## src/rtl/axil_cmd_master.sv

```systemverilog
// axil_cmd_master: turns single read/write commands into AXI4-Lite
// transactions, one at a time, and returns one response per command.
// Optional watchdog: define AXIL_CMD_MASTER_TIMEOUT_EN to abort a transaction
// that the slave has not finished within TIMEOUT_CYCLES clocks.
//
// Handshake rule used on every channel (cmd, rsp and all AXI channels): a
// transfer happens on a rising edge where valid and ready are both high; once
// valid is raised, it and its payload stay unchanged until that transfer.
module axil_cmd_master #(
  parameter int C_M_AXI_ADDR_WIDTH = 32,
  parameter int C_M_AXI_DATA_WIDTH = 32,
  parameter int TIMEOUT_CYCLES     = 1024
) (
  input  logic                            M_AXI_ACLK,
  input  logic                            M_AXI_ARESETN,
  // command channel
  input  logic                            cmd_valid,
  output logic                            cmd_ready,
  input  logic                            cmd_write,
  input  logic [C_M_AXI_ADDR_WIDTH-1:0]   cmd_addr,
  input  logic [C_M_AXI_DATA_WIDTH-1:0]   cmd_wdata,
  input  logic [C_M_AXI_DATA_WIDTH/8-1:0] cmd_wstrb,
  // response channel
  output logic                            rsp_valid,
  input  logic                            rsp_ready,
  output logic [C_M_AXI_DATA_WIDTH-1:0]   rsp_rdata,
  output logic [1:0]                      rsp_resp,
  output logic                            rsp_timeout,
  output logic                            busy,
  // FSM state for debug/checkers (IDLE=0 WR=1 WRESP=2 RD_ADDR=3 RD_DATA=4 RSP=5)
  output logic [2:0]                      dbg_state,
  // AXI4-Lite write address
  output logic [C_M_AXI_ADDR_WIDTH-1:0]   M_AXI_AWADDR,
  output logic [2:0]                      M_AXI_AWPROT,
  output logic                            M_AXI_AWVALID,
  input  logic                            M_AXI_AWREADY,
  // AXI4-Lite write data
  output logic [C_M_AXI_DATA_WIDTH-1:0]   M_AXI_WDATA,
  output logic [C_M_AXI_DATA_WIDTH/8-1:0] M_AXI_WSTRB,
  output logic                            M_AXI_WVALID,
  input  logic                            M_AXI_WREADY,
  // AXI4-Lite write response
  input  logic [1:0]                      M_AXI_BRESP,
  input  logic                            M_AXI_BVALID,
  output logic                            M_AXI_BREADY,
  // AXI4-Lite read address
  output logic [C_M_AXI_ADDR_WIDTH-1:0]   M_AXI_ARADDR,
  output logic [2:0]                      M_AXI_ARPROT,
  output logic                            M_AXI_ARVALID,
  input  logic                            M_AXI_ARREADY,
  // AXI4-Lite read data
  input  logic [C_M_AXI_DATA_WIDTH-1:0]   M_AXI_RDATA,
  input  logic [1:0]                      M_AXI_RRESP,
  input  logic                            M_AXI_RVALID,
  output logic                            M_AXI_RREADY
);

  typedef enum logic [2:0] {
    S_IDLE    = 3'd0,
    S_WR      = 3'd1,
    S_WRESP   = 3'd2,
    S_RD_ADDR = 3'd3,
    S_RD_DATA = 3'd4,
    S_RSP     = 3'd5
  } state_t;

  state_t                            state;
  logic [C_M_AXI_ADDR_WIDTH-1:0]     addr_q;
  logic [C_M_AXI_DATA_WIDTH-1:0]     wdata_q;
  logic [C_M_AXI_DATA_WIDTH/8-1:0]   wstrb_q;
  logic                              aw_hs;
  logic                              w_hs;
  logic                              tmo_fire;

  // Payload comes only from registers captured at command accept, so it is
  // stable for the whole life of each VALID.
  assign M_AXI_AWADDR = addr_q;
  assign M_AXI_ARADDR = addr_q;
  assign M_AXI_WDATA  = wdata_q;
  assign M_AXI_WSTRB  = wstrb_q;
  assign M_AXI_AWPROT = 3'b000;
  assign M_AXI_ARPROT = 3'b000;

  assign cmd_ready = (state == S_IDLE);
  assign busy      = (state != S_IDLE);
  assign dbg_state = state;

  assign aw_hs = M_AXI_AWVALID & M_AXI_AWREADY;
  assign w_hs  = M_AXI_WVALID & M_AXI_WREADY;

`ifdef AXIL_CMD_MASTER_TIMEOUT_EN
  localparam int CNT_W = $clog2(TIMEOUT_CYCLES + 1);

  logic [CNT_W-1:0] tmo_cnt;
  logic             tmo_hit;
  logic             slave_hs;
  logic             waiting;

  // ">=" keeps the abort armed if a partial write handshake postponed it.
  assign tmo_hit = (tmo_cnt >= CNT_W'(TIMEOUT_CYCLES - 1));
  assign waiting = (state == S_WR) || (state == S_WRESP) ||
                   (state == S_RD_ADDR) || (state == S_RD_DATA);

  // Any slave handshake this cycle wins over the watchdog.
  always_comb begin
    slave_hs = 1'b0;
    case (state)
      S_WR:      slave_hs = aw_hs | w_hs;
      S_WRESP:   slave_hs = M_AXI_BVALID;
      S_RD_ADDR: slave_hs = M_AXI_ARREADY;
      S_RD_DATA: slave_hs = M_AXI_RVALID;
      default:   slave_hs = 1'b0;
    endcase
  end

  assign tmo_fire = tmo_hit & waiting & ~slave_hs;

  // Watchdog counter: held at zero in IDLE so it starts at zero on entry to
  // WR/RD_ADDR, then counts every cycle spent waiting on the slave.
  always_ff @(posedge M_AXI_ACLK) begin
    if (!M_AXI_ARESETN) begin
      tmo_cnt <= '0;
    end else if (state == S_IDLE) begin
      tmo_cnt <= '0;
    end else if (waiting) begin
      tmo_cnt <= tmo_cnt + 1'b1;
    end
  end

  // Timeout flag: set with an aborted transaction, cleared when its response
  // is consumed, so normal responses always see it low.
  always_ff @(posedge M_AXI_ACLK) begin
    if (!M_AXI_ARESETN) begin
      rsp_timeout <= 1'b0;
    end else if (tmo_fire) begin
      rsp_timeout <= 1'b1;
    end else if (state == S_RSP && rsp_ready) begin
      rsp_timeout <= 1'b0;
    end
  end
`else
  // Without the watchdog the block waits on the slave indefinitely.
  logic unused_tmo_param;
  assign unused_tmo_param = ^TIMEOUT_CYCLES;
  assign tmo_fire    = 1'b0;
  assign rsp_timeout = 1'b0;
`endif

  // Main transaction FSM; every AXI and response output is a register here.
  always_ff @(posedge M_AXI_ACLK) begin
    if (!M_AXI_ARESETN) begin
      state         <= S_IDLE;
      addr_q        <= '0;
      wdata_q       <= '0;
      wstrb_q       <= '0;
      M_AXI_AWVALID <= 1'b0;
      M_AXI_WVALID  <= 1'b0;
      M_AXI_BREADY  <= 1'b0;
      M_AXI_ARVALID <= 1'b0;
      M_AXI_RREADY  <= 1'b0;
      rsp_valid     <= 1'b0;
      rsp_rdata     <= '0;
      rsp_resp      <= 2'b00;
    end else begin
      case (state)
        S_IDLE: begin
          if (cmd_valid) begin
            addr_q  <= cmd_addr;
            wdata_q <= cmd_wdata;
            wstrb_q <= cmd_wstrb;
            if (cmd_write) begin
              state         <= S_WR;
              M_AXI_AWVALID <= 1'b1;
              M_AXI_WVALID  <= 1'b1;
            end else begin
              state         <= S_RD_ADDR;
              M_AXI_ARVALID <= 1'b1;
            end
          end
        end
        S_WR: begin
          if (aw_hs) M_AXI_AWVALID <= 1'b0;
          if (w_hs)  M_AXI_WVALID  <= 1'b0;
          // Each channel is done if it already dropped or completes now.
          if ((!M_AXI_AWVALID || M_AXI_AWREADY) &&
              (!M_AXI_WVALID  || M_AXI_WREADY)) begin
            state        <= S_WRESP;
            M_AXI_BREADY <= 1'b1;
          end
        end
        S_WRESP: begin
          if (M_AXI_BVALID) begin
            M_AXI_BREADY <= 1'b0;
            rsp_resp     <= M_AXI_BRESP;
            rsp_rdata    <= '0;
            rsp_valid    <= 1'b1;
            state        <= S_RSP;
          end
        end
        S_RD_ADDR: begin
          if (M_AXI_ARREADY) begin
            M_AXI_ARVALID <= 1'b0;
            M_AXI_RREADY  <= 1'b1;
            state         <= S_RD_DATA;
          end
        end
        S_RD_DATA: begin
          if (M_AXI_RVALID) begin
            M_AXI_RREADY <= 1'b0;
            rsp_rdata    <= M_AXI_RDATA;
            rsp_resp     <= M_AXI_RRESP;
            rsp_valid    <= 1'b1;
            state        <= S_RSP;
          end
        end
        S_RSP: begin
          if (rsp_ready) begin
            rsp_valid <= 1'b0;
            state     <= S_IDLE;
          end
        end
        default: state <= S_IDLE;
      endcase
      // Watchdog abort overrides whatever the waiting state decided.
      if (tmo_fire) begin
        M_AXI_AWVALID <= 1'b0;
        M_AXI_WVALID  <= 1'b0;
        M_AXI_BREADY  <= 1'b0;
        M_AXI_ARVALID <= 1'b0;
        M_AXI_RREADY  <= 1'b0;
        rsp_valid     <= 1'b1;
        rsp_resp      <= 2'b10;
        rsp_rdata     <= '0;
        state         <= S_RSP;
      end
    end
  end

endmodule

```

## config.mk

```make
export PLATFORM = sky130hd
export DESIGN_NAME = axil_cmd_master
export DESIGN_NICKNAME = d
export VERILOG_FILES = /design/src/rtl/axil_cmd_master.sv
export SDC_FILE = /design/constraint.sdc
export NUM_CORES = 1
export LEC_CHECK = 0
export ABC_AREA = 1
export BUFFER_PORTS_ARGS = -buffer_cell sky130_fd_sc_hd__buf_2
export CAP_MARGIN = 20
export CORE_AREA = 2 2 108 110
export DETAILED_ROUTE_END_ITERATION = 12
export DIE_AREA = 0 0 110 112
export GPL_TIMING_DRIVEN = 0
export PLACE_DENSITY = 0.79
export SYNTH_ARGS = -nofsm -noshare
export SYNTH_HDL_FRONTEND = slang
export SYNTH_SLANG_ARGS = --single-unit
```

## constraint.sdc

```tcl
create_clock -name M_AXI_ACLK -period 1.7 [get_ports M_AXI_ACLK]
set_input_delay 0.34 -clock M_AXI_ACLK [delete_from_list [all_inputs] [get_ports M_AXI_ACLK]]
set_output_delay 0.34 -clock M_AXI_ACLK [all_outputs]
set_load 0.01 [all_outputs]
```

# Word level (Yosys, flattened, before mapping)
# Index checks and enable logic that the tools add are counted.
# word_totals
ff_bits	111
inputBits	114
output_inout_bits	152
elab_cells	85
# op_classes
n_eq_ne	15
mux	34
bitwise_logic	2
reduce_logical	22
# ops
operator	count
two-way mux 32 bit	2
case mux 32 bit (2 select lines)	1
two-way mux 3 bit	6
inequality test 2 bit, second input constant	9
case mux 3 bit (6 select lines)	1
AND reduction 4 bit	4
two-way mux 1 bit	14
case mux 1 bit (2 select lines)	5
nonzero test 2 bit	5
AND reduction 3 bit	3
equality test 3 x 2 -> 1 bit, second input constant	2
equality test 3 bit, second input constant	2
two-way mux 2 bit	3
AND reduction 6 bit	1
nonzero test 3 bit	2
case mux 2 bit (2 select lines)	1
equality test 3 x 1 -> 1 bit, second input constant	1
logical NOT 3 bit	1
case mux 1 bit (3 select lines)	1
bitwise AND 1 bit	2
logical NOT 1 bit	2
logical OR 1 bit	2
inequality test 2 x 1 -> 1 bit, second input constant	1
AND reduction 2 bit	1
logical AND 1 bit	1

# Depth between registers and ports, before layout
# logic_depth
depth_word	5
depth_mapped	10
depth_no_buf	10

# Worst setup path before layout
# Ideal clock, no wire load.
# synth_path
kind	register to register
from	register state[2], in the netlist dbg_state[2]
to	register rsp_rdata[14]
setup_ns	0.137
t_arrival_ns	1.343
required_time_ns	1.563
path_slack_ns	0.220
stages_incl_launch_ff	10
n_path_buf	3
period_less_slack_ns	1.480
path_cell_list	dfxtp_1 > buf_6 > nor2_2 > nand2_1 > nand2_4 > nand3_4 > buf_6 > buf_12 > a21oi_1 > nor3_1
# synth_via
elab_chain_len	3
elab_cells_between_ends	7
classes_between	eq/ne: 4; mux: 1; reduce/logical: 2
# synth_rtl
element	line	rtl
start: declaration	67	state_t state;
start signal: assignment	152	state <= S_IDLE;
start signal: assignment	172	state <= S_WR;
start signal: assignment	176	state <= S_RD_ADDR;
equality test 3 bit / equality test 3 x 2 -> 1 bit (equally long branches)	165	case (state)
inequality test 2 bit (no source line) / nonzero test 2 bit (equally long branches)	-	
AND reduction 3 bit (no source line)	-	
end signal: assignment	162	rsp_rdata <= '0;
end signal: assignment	195	rsp_rdata <= '0;
end signal: assignment	210	rsp_rdata <= M_AXI_RDATA;
end: declaration	26	output logic [C_M_AXI_DATA_WIDTH-1:0] rsp_rdata,
# Several ways; a longest one is shown, not always the timed one.
# A chain may end at the register's enable or synchronous reset.

# Worst setup path after layout
# layout_path
from	register state[1], in the netlist dbg_state[1]
to	output busy
# layout_via
elab_chain_len	1
# layout_rtl
element	line	rtl
nonzero test 3 bit	85	assign busy = (state != S_IDLE);
end: declaration	29	output logic busy,
# Every way passes these cells.

==> metrics.csv <==
stage,metric,value,unit
sta,Relative slew margins,0.592,
final_layout,Final nets,1048,
detailed_routing,Routed WL per cell,13.1,um
pwr,Lkg Pwr,3.59,nW
global_routing,antenna violations before repair,0,
setup_path,nature of the critical path startpoint,flop,
detailed_routing,Total Wirelength,14100,um
setup_path,nature of the critical path endpoint,output port,
synthesis,"Cell Area, Synth",4900,sq um
pwr,Peak VDD IR,861,uV
hold_path,worst hold stages,2,
clocking,CTS Buffer Depth,2,
final_layout,"Cell Count, Final, Fillers Out",1082,
detailed_routing,DR vias/cell,4.65,
setup_path,worst r2r path cells,9,
setup_path,Crit Path Class,reg -> out,
outcome,outcome,completed,
hold_path,class of the worst hold path,in -> reg,
final_layout,layout cells sized above 1,0.393,
final_layout,"commonest non-fill, non-tap cell in the layout",buf_2,
synthesis,Yosys warning total,0,
detailed_routing,drt first-iter violations,371,
detailed_routing,via count,5027,
sta,final hold vios,0,
floorplanning,die height,112,um
setup_path,Critical Path Slowest Stage Cell,dfxtp_4,
setup_path,CP max FO,6,
clocking,clk sink count,111,
pwr,Comb pwr share,0.504,
hold_path,min-delay src,M_AXI_RVALID,
clocking,root buf cell,clkbuf_16,
detailed_routing,ANT nets after route,0,
setup_path,reg2reg start,dbg_state[2],
sta,Worst-Margin Slew,613,ps
synthesis,synthesized flop and latch total,111,
floorplanning,initial core utilization,0.439,
floorplanning,core area,11200,sq um
final_layout,fillers,1053,
synthesis,top_reg_cell synth,dfxtp_1,
final_layout,area delta synth->final,37.3,%
global_routing,Tot GR Track Use,0.225,
clocking,H-Tree Depth,3,
clocking,"Clk Latency, worst-skew pair",350,ps
pwr,clock power share,0.174,
global_routing,total grt overflow,0,
clocking,clk slew on worst S/H paths,70,ps
final_layout,ANT cells,0,
synthesis,register area share after synthesis,0.453,
sta,fmax,0.611,GHz
placement,I/O Buffers,257,
floorplanning,die footprint,12300,sq um
sta,clk_skew,5.58,ps
placement,dpl ws,-150,ps
setup_path,flop2flop setup slack,130,ps
pwr,Sw Share,0.414,
setup_path,max incr delay on CP,370,ps
clocking,CTS buffer count,9,
pwr,pwr/cell area,1760,nW/um^2
floorplanning,IO Count,266,
sta,final worst slack,64.3,ps
sta,Hold WS,215,ps
detailed_routing,drt drc,0,
synthesis,Cell variety after synth,27,
detailed_routing,Detailed Routing Iterations Pass 1,4,
setup_path,Worst Setup SP,dbg_state[1],
placement,GP Congestion,0.827,
sta,RSZ-0062 raised after global routing,true,
setup_path,worst path cell trace,"inv_4, nand2_1, nor2_4, buf_6, inv_1, buf_2",
setup_path,Worst Path Required,1360,ps
clocking,hold_buf cts,0,
floorplanning,Rows,39,
sta,Final min period,1640,ps
global_routing,first-pass GRT wire length,21900,um
final_layout,most frequent cells in the layout,"buf_2 (274), nand2_1 (133), dfxtp_1 (109), a21oi_1 (97), inv_1 (81)",
global_routing,number of global-route vias before repair,4709,
pwr,internal power,6.94,mW
floorplanning,Die X,110,um
synthesis,Post-synth EDFFs,0,
pwr,Sequential Power Share,0.322,
setup_path,kind of cell adding the most delay to the critical path,flip-flops,
synthesis,"area leader, netlist",dfxtp_1,
sta,Setup-failing EPs final,0,
pwr,net switching power figure,4.89,mW
synthesis,Synth top area share,0.453,
synthesis,Syn Area/Cell,7.46,sq um
setup_path,Reg2Reg Capture Point,rsp_rdata[8],
synthesis,asr flop ratio synth,0,
global_routing,largest net degree at the start of global routing,17,
hold_path,hold path endpoint,M_AXI_RREADY,
placement,DP Cell Count,1063,
synthesis,Synth Instances,657,
synthesis,largest cells by area after synthesis,"dfxtp_1 (45%), nand2_1 (10%), a21oi_1 (9.9%)",
job,max_cap viols,0,
clocking,CTS tree,done,
placement,detailed placement HPWL,10500,um
sta,Final Max Slew Viols,0,
setup_path,critical path arrival,1300,ps
setup_path,WP buf/inv,4,
sta,part of the cycle the worst path needs,0.962,
stage by stage:
step | setup TNS (ps) | area (sq um) | power, mW | util
detailed placement | -4190 | 6390 | 9.62 | 0.572
CTS | 0 | 6700 | 11.8 | 0.600
global placement | -3580 | 6390 | 9.53 | 0.572
finish | 0 | 6730 | 11.8 | 0.603
global route | -10.4 | 6730 | 12.8 | 0.603
floorplan | 0 | 4930 | 7.80 | -
state kept, by name, indices dropped and copies added (netlist names):
name,cells
rsp_resp,2
M_AXI_BREADY,1
M_AXI_WDATA,32
M_AXI_WSTRB,4
rsp_valid,1
rsp_rdata,32
M_AXI_WVALID,1
M_AXI_ARADDR,32
dbg_state,3
M_AXI_AWVALID,1
M_AXI_RREADY,1
M_AXI_ARVALID,1
how the worst max path moves through the flow:
stage,slack [ps],end,cells after the start
after floorplan,220,rsp_rdata[14],9
after global placement,-120,M_AXI_WDATA[10],5
after detailed placement,-150,M_AXI_WDATA[14],5
after CTS,10,M_AXI_AWVALID,9
after global routing,-10,busy,6
final,60,busy,6
cell type report:
type	instances	area (sq um)	share of cell area
Clock buffer	14	274	0.0407
Timing Repair Buffer	260	1310	0.195
Sequential cell	111	2230	0.331
Buffer	83	559	0.0831
Clock inverter	2	13.8	0.00204
Inverter	84	318	0.0472
Multi-Input combinational cell	385	1850	0.275
Tap cell	143	179	0.0266
power groups by stage:
stage               Sequential (mW)  Combinational (mW)  Clock, mW
floorplan                      4.18                3.62          0
global placement               3.81                5.72          0
detailed placement             3.84                5.79          0
CTS                            3.80                5.93       2.10
global route                   3.92                6.70       2.20
finish                         3.81                5.95       2.06
cells in the mapped netlist, types with 5 or more instances:
library cell,instances
nand2_1,133
nor3_2,5
a21oi_2,9
nand3_1,73
inv_1,81
dfxtp_1,111
nor3_1,27
buf_4,40
a21oi_1,97
buf_2,18
buf_6,7
nor2_1,18
clkbuf_1,15
timing repair:
action,4_1_cts,5_1_grt
pin swaps,1,1
setup endpoints to repair,4,41
setup buffers,2,1
resized for setup,4,6
per-layer routing:
metal	track usage	vias to the layer above	wire, um
met1	0.265	2225	5730
met5	0	-	0
met3	0.0802	25	1470
li1	-	2594	-
met2	0.363	183	6560
met4	0.0996	0	367
worst reg2reg max path: stages, from the launching register on:
cell and delay, ps:
dfxtp_1 320, buf_6 140, nor2_4 120, nand2_1 130, nand2_4 110, nand3_4 100
buf_6 170, buf_6 140, a21oi_1 150, nor3_1 70
kinds of logic (layout without fill, tap and decap cells):
kind of cell / count (synthesis) / after routing / share of synthesized area
buffers and inverters: 167 / 443 / 0.177
AOI/OAI and AO/OA: 111 / 111 / 0.121
DFF: 111 / 111 / 0.453
and+or+nand+nor: 267 / 267 / 0.248
other: 1 / 7 / 0.000765
(Power assumes the default switching activity.)
